`src/rtl/ram_arbiter_pkg.sv`:
```
// Purpose  : shared opcodes, FSM state and index types for the RAM arbiter.
// Latency  : n/a (type and constant definitions only).
// Backpress: n/a.
package ram_arb_pkg;

    // Command opcodes, carried in the top two bits of every RAM command
    localparam logic [1:0] WRITE_ADD  = 2'b00;
    localparam logic [1:0] WRITE_DATA = 2'b01;
    localparam logic [1:0] READ_ADD   = 2'b10;
    localparam logic [1:0] READ_DATA  = 2'b11;

    typedef enum logic {
        IDLE   = 1'b0,
        LOCKED = 1'b1
    } arb_state_e;

    // Requester index: 0 = SPI slave command path, 1 = host/debug port
    typedef logic req_idx_t;

endpackage : ram_arb_pkg

```
`src/rtl/ram_arbiter_if.sv`:
```
// Purpose  : bundles requester commands, RAM command/response and lock status.
// Latency  : n/a (wires only).
// Backpress: req_ready qualifies req_valid per requester; responses have no backpressure.
// Ports    : slave  = arbiter side (drives ready, RAM command, responses, status)
//            master = requesters/RAM side (drives commands, RAM read data)
interface ram_arbiter_if #(
    parameter int ADDR_SIZE = 8
);
    logic [1:0]           req_valid;
    logic [ADDR_SIZE+1:0] req_cmd0;
    logic [ADDR_SIZE+1:0] req_cmd1;
    logic [1:0]           req_ready;
    logic [ADDR_SIZE+1:0] ram_din;
    logic                 ram_rx_valid;
    logic [7:0]           ram_dout;
    logic                 ram_tx_valid;
    logic [1:0]           rsp_valid;
    logic [7:0]           rsp_data;
    logic                 lock_owner;
    logic                 locked;
    logic                 lock_timeout;

    modport slave (
        input  req_valid, req_cmd0, req_cmd1, ram_dout, ram_tx_valid,
        output req_ready, ram_din, ram_rx_valid, rsp_valid, rsp_data,
               lock_owner, locked, lock_timeout
    );

    modport master (
        output req_valid, req_cmd0, req_cmd1, ram_dout, ram_tx_valid,
        input  req_ready, ram_din, ram_rx_valid, rsp_valid, rsp_data,
               lock_owner, locked, lock_timeout
    );
endinterface : ram_arbiter_if

```
`src/rtl/ram_arbiter_rr_arbiter2.sv`:
```
// Purpose  : two-way round-robin pick; returns a one-hot grant from valid + pointer.
// Latency  : combinational.
// Backpress: none; a zero grant simply means nobody is requesting.
// Ports    : valid_i request vector, ptr_i favoured index on contention, grant_o one-hot.
module rr_arbiter2
    import ram_arb_pkg::*;
(
    input  logic [1:0] valid_i,
    input  req_idx_t   ptr_i,
    output logic [1:0] grant_o
);

    always_comb begin
        grant_o = valid_i;
        if (valid_i == 2'b11) begin
            grant_o = ptr_i ? 2'b10 : 2'b01;
        end
    end

endmodule : rr_arbiter2

```
`src/rtl/ram_arbiter.sv`:
```
// Purpose  : round-robin arbiter for the shared 256x8 RAM with ADD..DATA ownership lock.
// Latency  : accept -> ram_rx_valid next cycle; READ_DATA accept -> rsp_valid 2 cycles later.
// Backpress: req_ready per requester (only the owner while locked); one command per cycle.
// Ports    : clk, rst_n (sync, active-low), bus = ram_arbiter_if.slave
module ram_arbiter
    import ram_arb_pkg::*;
#(
    parameter int LOCK_TIMEOUT = 16,
    parameter int ADDR_SIZE    = 8
) (
    input  logic          clk,
    input  logic          rst_n,
    ram_arbiter_if.slave  bus
);

    localparam int CW = ADDR_SIZE + 2;
    localparam int TW = $clog2(LOCK_TIMEOUT + 1);
    localparam logic [TW-1:0] TIMER_ONE  = TW'(1);
    localparam logic [TW-1:0] TIMER_LAST = TW'(LOCK_TIMEOUT - 1);

    arb_state_e     state_q, state_d;
    req_idx_t       ptr_q, ptr_d;
    req_idx_t       owner_q, owner_d;
    logic [TW-1:0]  timer_q, timer_d;

    logic [CW-1:0]  din_q;
    logic           rx_q;
    logic           rd_q;       // READ_DATA sits in the RAM command register
    req_idx_t       tag_q;      // its issuer
    logic           pend_q;     // RAM has sampled that READ_DATA; response due
    req_idx_t       pend_tag_q;

    logic [1:0]     grant;
    logic [1:0]     ready;
    logic [1:0]     xfer;
    logic           accept;
    req_idx_t       sel;
    logic [CW-1:0]  sel_cmd;
    logic [1:0]     sel_op;
    logic           sel_is_add;
    logic           owner_xfer;
    logic           expire;

    rr_arbiter2 u_rr (
        .valid_i (bus.req_valid),
        .ptr_i   (ptr_q),
        .grant_o (grant)
    );

    always_comb begin
        ready = 2'b00;
        if (rst_n) begin
            if (state_q == IDLE) begin
                ready = grant;
            end else begin
                ready[owner_q] = 1'b1;
            end
        end
    end

    // ready is never two-hot, so xfer[1] alone identifies the accepted requester
    assign xfer       = bus.req_valid & ready;
    assign accept     = |xfer;
    assign sel        = xfer[1];
    assign sel_cmd    = sel ? bus.req_cmd1 : bus.req_cmd0;
    assign sel_op     = sel_cmd[CW-1 -: 2];
    assign sel_is_add = (sel_op == WRITE_ADD) || (sel_op == READ_ADD);

    // An owner transfer in the expiry cycle takes precedence over the timeout
    assign owner_xfer = xfer[owner_q];
    assign expire     = rst_n && (state_q == LOCKED) && !owner_xfer && (timer_q == TIMER_LAST);

    always_comb begin
        state_d = state_q;
        ptr_d   = ptr_q;
        owner_d = owner_q;
        timer_d = timer_q;
        case (state_q)
            IDLE: begin
                if (accept) begin
                    if (bus.req_valid == 2'b11) begin
                        ptr_d = ~ptr_q;
                    end
                    if (sel_is_add) begin
                        state_d = LOCKED;
                        owner_d = sel;
                        timer_d = '0;
                    end
                end
            end
            LOCKED: begin
                if (owner_xfer) begin
                    if (sel_is_add) begin
                        timer_d = '0;
                    end else begin
                        state_d = IDLE;
                        ptr_d   = ~owner_q;
                    end
                end else if (expire) begin
                    state_d = IDLE;
                    ptr_d   = ~owner_q;
                end else begin
                    timer_d = timer_q + TIMER_ONE;
                end
            end
            default: state_d = IDLE;
        endcase
    end

    always_ff @(posedge clk) begin
        if (!rst_n) begin
            state_q    <= IDLE;
            ptr_q      <= 1'b0;
            owner_q    <= 1'b0;
            timer_q    <= '0;
            din_q      <= '0;
            rx_q       <= 1'b0;
            rd_q       <= 1'b0;
            tag_q      <= 1'b0;
            pend_q     <= 1'b0;
            pend_tag_q <= 1'b0;
        end else begin
            state_q <= state_d;
            ptr_q   <= ptr_d;
            owner_q <= owner_d;
            timer_q <= timer_d;
            rx_q    <= accept;
            rd_q    <= accept && (sel_op == READ_DATA);
            if (accept) begin
                din_q <= sel_cmd;
                tag_q <= sel;
            end
            // Tag follows the command into the RAM; a new read sampled by the
            // RAM replaces a retiring one on the same edge
            if (rd_q) begin
                pend_q     <= 1'b1;
                pend_tag_q <= tag_q;
            end else if (bus.ram_tx_valid) begin
                pend_q <= 1'b0;
            end
        end
    end

    always_comb begin
        bus.rsp_valid = 2'b00;
        if (pend_q && bus.ram_tx_valid) begin
            bus.rsp_valid[pend_tag_q] = 1'b1;
        end
    end

    assign bus.req_ready    = ready;
    assign bus.ram_din      = din_q;
    assign bus.ram_rx_valid = rx_q;
    assign bus.rsp_data     = bus.ram_dout;
    assign bus.lock_owner   = owner_q;
    assign bus.locked       = (state_q == LOCKED);
    assign bus.lock_timeout = expire;

endmodule : ram_arbiter

```
`src/flat_wrapper.sv`:
```
// flat-port wrapper written by rule: the top's interface ports become plain ports
module ram_arbiter_flat import ram_arb_pkg::*;
#(
    parameter int LOCK_TIMEOUT = 16,
    parameter int ADDR_SIZE    = 8
)
  (clk, rst_n, bus_req_valid, bus_req_cmd0, bus_req_cmd1, bus_ram_dout, bus_ram_tx_valid, bus_req_ready, bus_ram_din, bus_ram_rx_valid, bus_rsp_valid, bus_rsp_data, bus_lock_owner, bus_locked, bus_lock_timeout);
  ram_arbiter_if #(.ADDR_SIZE(ADDR_SIZE)) bus_i ();
  input  logic clk;
  input  logic rst_n;
  input wire logic [$bits(bus_i.req_valid)-1:0] bus_req_valid;
  input wire logic [$bits(bus_i.req_cmd0)-1:0] bus_req_cmd0;
  input wire logic [$bits(bus_i.req_cmd1)-1:0] bus_req_cmd1;
  input wire logic [$bits(bus_i.ram_dout)-1:0] bus_ram_dout;
  input wire logic [$bits(bus_i.ram_tx_valid)-1:0] bus_ram_tx_valid;
  output wire logic [$bits(bus_i.req_ready)-1:0] bus_req_ready;
  output wire logic [$bits(bus_i.ram_din)-1:0] bus_ram_din;
  output wire logic [$bits(bus_i.ram_rx_valid)-1:0] bus_ram_rx_valid;
  output wire logic [$bits(bus_i.rsp_valid)-1:0] bus_rsp_valid;
  output wire logic [$bits(bus_i.rsp_data)-1:0] bus_rsp_data;
  output wire logic [$bits(bus_i.lock_owner)-1:0] bus_lock_owner;
  output wire logic [$bits(bus_i.locked)-1:0] bus_locked;
  output wire logic [$bits(bus_i.lock_timeout)-1:0] bus_lock_timeout;
  assign bus_i.req_valid = bus_req_valid;
  assign bus_i.req_cmd0 = bus_req_cmd0;
  assign bus_i.req_cmd1 = bus_req_cmd1;
  assign bus_i.ram_dout = bus_ram_dout;
  assign bus_i.ram_tx_valid = bus_ram_tx_valid;
  assign bus_req_ready = bus_i.req_ready;
  assign bus_ram_din = bus_i.ram_din;
  assign bus_ram_rx_valid = bus_i.ram_rx_valid;
  assign bus_rsp_valid = bus_i.rsp_valid;
  assign bus_rsp_data = bus_i.rsp_data;
  assign bus_lock_owner = bus_i.lock_owner;
  assign bus_locked = bus_i.locked;
  assign bus_lock_timeout = bus_i.lock_timeout;
  ram_arbiter #(.LOCK_TIMEOUT(LOCK_TIMEOUT), .ADDR_SIZE(ADDR_SIZE)) u_core (.clk(clk), .rst_n(rst_n), .bus(bus_i));
endmodule
```
`config.mk`:
```
export PLATFORM = sky130hd
export DESIGN_NAME = ram_arbiter_flat
export DESIGN_NICKNAME = d
export VERILOG_FILES = /design/src/rtl/ram_arbiter_pkg.sv /design/src/rtl/ram_arbiter_if.sv /design/src/rtl/ram_arbiter_rr_arbiter2.sv /design/src/rtl/ram_arbiter.sv /design/src/flat_wrapper.sv
export SDC_FILE = /design/constraint.sdc
export NUM_CORES = 1
export LEC_CHECK = 0
export ABC_AREA = 1
export ABC_CLOCK_PERIOD_IN_PS = 2130
export BUFFER_PORTS_ARGS = -buffer_cell sky130_fd_sc_hd__buf_2
export CAP_MARGIN = 20
export CORE_MARGIN = 2
export CORE_UTILIZATION = 47
export DETAILED_ROUTE_END_ITERATION = 7
export HOLD_SLACK_MARGIN = 0.06
export PLACE_DENSITY = 0.79
export SLEW_MARGIN = 20
export SYNTH_ARGS = -nofsm -noshare
export SYNTH_HDL_FRONTEND = slang
export SYNTH_SLANG_ARGS = --single-unit
```
`constraint.sdc`:
```
create_clock -name clk -period 2.13 [get_ports clk]
set_clock_uncertainty 0.05 [all_clocks]
set_input_delay 0 -clock clk [delete_from_list [all_inputs] [get_ports clk]]
set_output_delay 0 -clock clk [all_outputs]
set_load 0.01 [all_outputs]
```
==> results of run 1 <==
sequential cells by signal, indices dropped and copies added, names as in the netlist:
signal,count
u_core.bus.ram_din,10
u_core.bus.ram_rx_valid,1
u_core.pend_tag_q,1
u_core.tag_q,1
u_core.bus.lock_owner,1
u_core.pend_q,1
u_core.ptr_q,1
u_core.timer_q,5
u_core.bus.locked,1
u_core.rd_q,1
through the flow:
step	cells	hold WS (ns)	setup slack (ns)
final	285	0.0716	0.115
after global routing	285	0.0755	0.0135
after CTS	285	0.0639	0.102
after detailed placement	244	-0.0499	0.420
after global placement	244	-0.0499	0.512
after floorplan	183	0.0418	0.573
timing repair:
action                                 in CTS  in global routing
setup endpoints to repair                   0                  2
endpoints found under the hold margin      24                  0
hold buffers                               37                  0
gates resized for setup                     0                  4
report_power, final:
part	internal [mW]	switching [mW]	leakage, nW
Sequential	0.472	0.0232	0.189
Clock	0.0703	0.138	0.0177
Combinational	0.158	0.207	0.692
Total	0.700	0.368	0.899
path summary, 6_finish.rpt:
check | startpoint | endpoint | depth (start not counted)
worst max register to register | u_core.bus.locked | u_core.bus.ram_din[9] | 8
worst max-delay path | u_core.bus.locked | u_core.bus.ram_din[9] | 8
worst min register to register | u_core.tag_q | u_core.tag_q | 2
worst min-delay path | bus_req_valid[1] | u_core.bus.ram_din[7] | 3
layout by cell type, fill, tap and decap left out, types with 3 or more instances in the layout:
cell / instances
a31oi_1: 8
nand4_1: 3
nand2_2: 3
a21oi_1: 13
nand2_1: 37
o21ai_0: 13
nand3_2: 6
buf_2: 42
dlygate4sd3_1: 37
buf_4: 3
clkbuf_4: 3
dfxtp_1: 22
inv_1: 16
nand3_1: 18
nor2_1: 9
cell families after synthesis:
family,count (synthesis)
adders and majority gates,2
AOI/OAI and AO/OA,35
buffers and inverters,35
DFF,23
and+or+nand+nor,86
muxes,1
xor gates and xnor gates,1
cell type report:
| class | instances | area, um2 | area share [%] |
|---|---|---|---|
| clock inverter | 1 | 5.00 | 0.260 |
| tap | 31 | 38.8 | 2.01 |
| multi-input combinational | 125 | 711 | 36.9 |
| timing repair buffer | 83 | 614 | 31.9 |
| inverter | 19 | 73.8 | 3.83 |
| sequential | 23 | 462 | 24.0 |
| clock buffer | 3 | 22.5 | 1.17 |
per-layer routing:
layer,vias up,part of all wire [%]
met2,53,51
met3,8,5.4
met1,687,41
met4,0,1.9
met5,-,0
li1,749,-
worst max-delay path: cells and delay by family (launching register included):
family / cells / cell delay [ns]
AOI/OAI and AO/OA: 1 / 0.07
buffers and inverters: 3 / 0.84
DFF: 1 / 0.40
muxes: 1 / 0.17
and+or+nand+nor: 3 / 0.37
==> flow_metrics.py, run 1 <==
metrics = {
    "yosys": {
        "synthSimpleGateAreaFrac_pct": 35.4,
        "yosys.area_share.xor_xnor_pct": 0.650,
        "synth_area_leaders": "dfxtp_1 34%, nand2_1 10%, nand3_1 6.7%",
        "syn_nets": 218,
        "synthAdderAreaFrac_pct": 1.86,
        "ys_seq_area_share_pct": 34.2,
        "synth_top_area_cell": "dfxtp_1",
        "yosysWarningCount": 0,
        "synth_top_area_share_pct": 34.2,
        "syn-instance-count": 183,
        "synthMuxAreaShare_pct": 0.743,
        "synth_edf_count": 0,
        "ys.flop_type": "dfxtp_1",
        "yosysMostFrequentCell": "nand2_1",
        "synthArstFlopShare_pct": 0,
        "synth_top_family_by_area": "simple AND/OR/NAND/NOR gates",
        "synth_compound_area_share_pct": 14.1,
        "netlist_area_um2": 1350,
        "ys_seq_elements": 23,
        "avgSynthCellArea_um2": 7.36,
        "ys_types": 27,
        "synthTopCellsByCount": "37 x nand2_1, 23 x dfxtp_1, 18 x nand3_1",
    },
    "drt": {
        "remaining_drc_errors": 0,
        "dr_total_vias": 1497,
        "routed_wl_um": 3780,
        "ant_nets": 0,
        "viasPerCell": 5.25,
        "first_pass_iters": 4,
        "wl_per_cell_um": 13.2,
        "drt_iter0_markers": 41,
    },
    "timing": {
        "layout_min_cycle_time_ns": 2.01,
        "rsz0062_at_grt": "no",
        "slew_violations": 0,
        "relSlewSlack_pct": 79.0,
        "finalHoldViolCount": 0,
        "setup_viol": 0,
        "tns_ns": 0,
        "tightest_slew_ns": 0.314,
        "max_freq_mhz": 496,
        "finalCritPeriodShare_pct": 94.6,
    },
    "setup_path": {
        "r2r_slack_ns": 0.12,
        "crit_fanout": 10,
        "crit_path_end_kind": "register",
        "critPathArrivalTime_ns": 2.18,
        "critPathKind": "register to register",
        "startpoint_type": "register",
        "cpPeakStageDelay_ns": 0.59,
        "crit_required_ns": 2.29,
        "worstPathCellList": "inv_4 > nor2_4 > nor2_8 > nand3_2 > buf_6 > mux2i_1 > dlygate4sd3_1 > a21oi_1",
        "cpMaxStageDelayCell": "dlygate4sd3_1",
    },
    "floorplan": {
        "pin_count": 59,
        "rows": 19,
        "die_area_um2": 3310,
        "initial_utilization_pct": 49.3,
        "die_y_um": 57.5,
        "core-area_um2": 2730,
        "die_w_um": 57.5,
    },
    "final_layout": {
        "diodes": 0,
        "final_area_um2": 1930,
        "fillers": 206,
        "drive_gt1_share_pct": 27.6,
        "syn_to_final_growth_pct": 43.0,
        "utilization_pct": 70.5,
        "fin_nets": 290,
    },
    "grt": {
        "grt.busiest_layer": "met2",
        "grt_max_degree": 23,
        "antenna_found_initial": 0,
        "grt.met3_usage_pct": 4.54,
        "grtUsageMet2_pct": 41.2,
        "track_usage_pct": 23.8,
        "grt_pass1_wl_um": 6150,
        "met1_usage_pct": 28.5,
        "grt_pass1_vias": 1434,
        "overflow": 0,
    },
    "placement": {
        "dp_hpwl_um": 2160,
        "place_area_um2": 1520,
        "gp_congestion": 0.821,
        "port_buffers": 42,
    },
    "power": {
        "power.total_mw": 1.07,
        "vdd_drop_max_v": 0.000450,
        "power_density_nw_per_um2": 554,
        "p_leak_nw": 0.899,
    },
    "clocking": {
        "clk_path_buf_depth": 2,
        "cts.sinks": 23,
        "path_clk_slew_ns": 0.13,
        "clock_latency_ns": 0.31,
        "cts_tree": "yes",
        "post_cts_buffers": 0,
        "htree_levels": 1,
        "root_buffer": "clkbuf_4",
        "cts_buffers": 3,
    },
    "run_status": {
        "status": "finished, final reports clean",
    },
    "min_path": {
        "hp-class": "primary input to register",
    },
    "flow_run": {
        "maxCapViolCount": 0,
    },
}
Note: power is estimated with default switching activity, not from simulation.
==> run 2: changes to the inputs <==
Settings changed: ABC_CLOCK_PERIOD_IN_PS 2130 to 2000.
Clock period 2.13 ns to 2 ns, I/O delays scaled along.
==> run 2 against run 1 <==
  * Sequential power grew 6.7%
  * Worst hold slack improved by 0.012 ns
  * Clock power increased by 15%
  * Maximum frequency is 6.8% higher
  * Global-route usage grew 2.0 points
  * Power grew 8.9%
  * Critical endpoint is now u_core.bus.ram_din[7]
==> flow_metrics.py, run 2 (same netlist as run 1, synthesis figures left out) <==
metrics = {
    "run_status": {
        "status": "finished, final reports clean",
    },
    "drt": {
        "first_pass_iters": 4,
        "ant_nets": 0,
        "wl_per_cell_um": 14.3,
        "viasPerCell": 5.35,
        "routed_wl_um": 4090,
        "drt_iter0_markers": 43,
        "remaining_drc_errors": 0,
        "dr_total_vias": 1530,
    },
    "final_layout": {
        "final_common_cell": "buf_2",
        "largest_register_ffs": 10,
        "utilization_pct": 71.2,
        "syn_to_final_growth_pct": 44.5,
        "final_area_um2": 1950,
        "diodes": 0,
        "final_cell_mix": "42 x buf_2, 38 x dlygate4sd3_1, 36 x nand2_1",
        "drive_gt1_share_pct": 28.6,
        "fin_nets": 291,
        "fillers": 221,
    },
    "setup_path": {
        "r2r_start": "u_core.bus.locked",
        "worstSetupPathDepth": 7,
        "crit_buf_inv": 2,
        "critPathKind": "register to register",
        "startpoint_type": "register",
        "cp_top_family": "buffers and inverters",
        "crit_fanout": 9,
        "crit_required_ns": 2.21,
        "cpMaxStageDelayCell": "dlygate4sd3_1",
        "r2r_slack_ns": 0.11,
        "reg2regPathDepth": 7,
        "timing.rr.end": "u_core.bus.ram_din[7]",
        "cpPeakStageDelay_ns": 0.58,
        "crit_start": "u_core.bus.locked",
        "worstPathCellList": "inv_2 > nor2_4 > nor2_8 > o211a_4 > nand3_1 > dlygate4sd3_1 > a31oi_1",
        "crit_path_end_kind": "register",
        "critPathArrivalTime_ns": 2.10,
        "crit_end": "u_core.bus.ram_din[7]",
    },
    "timing": {
        "fin_ws_ns": 0.113,
        "tns_ns": 0,
        "layout_min_cycle_time_ns": 1.89,
        "setup_viol": 0,
        "relSlewSlack_pct": 79.7,
        "rsz0062_at_grt": "no",
        "tightest_slew_ns": 0.297,
        "finalCritPeriodShare_pct": 94.3,
        "slew_violations": 0,
        "finalHoldViolCount": 0,
        "max_freq_mhz": 530,
    },
    "clocking": {
        "clk_path_buf_depth": 2,
        "htree_levels": 1,
        "root_buffer": "clkbuf_4",
        "cts.sinks": 23,
        "path_clk_slew_ns": 0.14,
        "cts_tree": "yes",
        "clock_latency_ns": 0.33,
        "cts_buffers": 3,
        "post_cts_buffers": 0,
    },
    "power": {
        "power_density_nw_per_um2": 597,
        "p_leak_nw": 0.898,
        "vdd_drop_max_v": 0.000499,
    },
    "min_path": {
        "hp-class": "primary input to register",
    },
    "floorplan": {
        "die_area_um2": 3310,
        "die_w_um": 57.5,
        "die_y_um": 57.5,
        "rows": 19,
        "initial_utilization_pct": 49.3,
        "pin_count": 59,
        "core-area_um2": 2730,
    },
    "grt": {
        "overflow": 0,
        "grt_max_degree": 23,
        "grt_pass1_wl_um": 6540,
        "antenna_found_initial": 0,
        "grt_pass1_vias": 1459,
        "track_usage_pct": 25.8,
    },
    "placement": {
        "port_buffers": 42,
        "dp_hpwl_um": 2200,
        "gp_congestion": 0.857,
        "place_area_um2": 1520,
        "dp_slack_ns": 0.276,
    },
    "flow_run": {
        "maxCapViolCount": 0,
    },
}
==> run 2: routing by layer <==
metal / track usage [%] / wire length [um] / up-vias
met4: 12.0 / 138 / 0
li1: - / - / 751
met1: 29.3 / 1580 / 695
met5: 0 / 0 / -
met2: 47.1 / 2080 / 71
met3: 3.63 / 291 / 13
==> run 2: layout make-up <==
cell class | count | area, um2 | share of cell area, %
clock buffer | 3 | 22.5 | 1.16
multi-input combinational | 125 | 723 | 37.1
inverter | 19 | 71.3 | 3.66
clock inverter | 1 | 7.51 | 0.386
tap | 31 | 38.8 | 1.99
sequential | 23 | 463 | 23.8
timing repair buffer | 84 | 621 | 31.9
==> run 2: worst reg2reg max path: cells and delay by family, from the launching register on <==
family | cells | cell delay [ns]
simple gates | 3 | 0.30
flops | 1 | 0.34
compound gates | 2 | 0.40
buf+inv | 2 | 0.74
==> run 2: what timing repair did <==
| item | 4_1_cts | 5_1_grt |
|---|---|---|
| gates resized for setup | 0 | 6 |
| setup endpoints to repair | 0 | 9 |
| hold endpoints to repair | 24 | 0 |
| hold buffers | 38 | 0 |
==> run 2: power breakdown <==
group          internal [mW]  switching (mW)
Combinational          0.168           0.227
Sequential             0.503          0.0248
Clock                 0.0767           0.163
==> run 2: worst min-delay path by stage <==
stage,startpoint,end,slack (ns),cells past startpoint
finish,bus_req_valid[0],u_core.tag_q,0.08,4
global route,bus_req_valid[0],u_core.tag_q,0.10,4
CTS,bus_req_cmd0[8],u_core.rd_q,0.07,5
detailed placement,bus_ram_dout[1],bus_rsp_data[1],-0.05,0
global placement,bus_ram_dout[1],bus_rsp_data[1],-0.05,0
floorplan,bus_ram_dout[0],bus_rsp_data[0],0.04,1
==> run 2: per-stage QoR <==
stage	hold slack, ns	total power [mW]	std cells
2_1_floorplan	0.0418	0.767	183
3_3_place_gp	-0.0499	0.847	244
3_5_place_dp	-0.0499	0.851	244
4_1_cts	0.0711	1.14	286
5_1_grt	0.102	1.22	286
6_report	0.0839	1.16	286
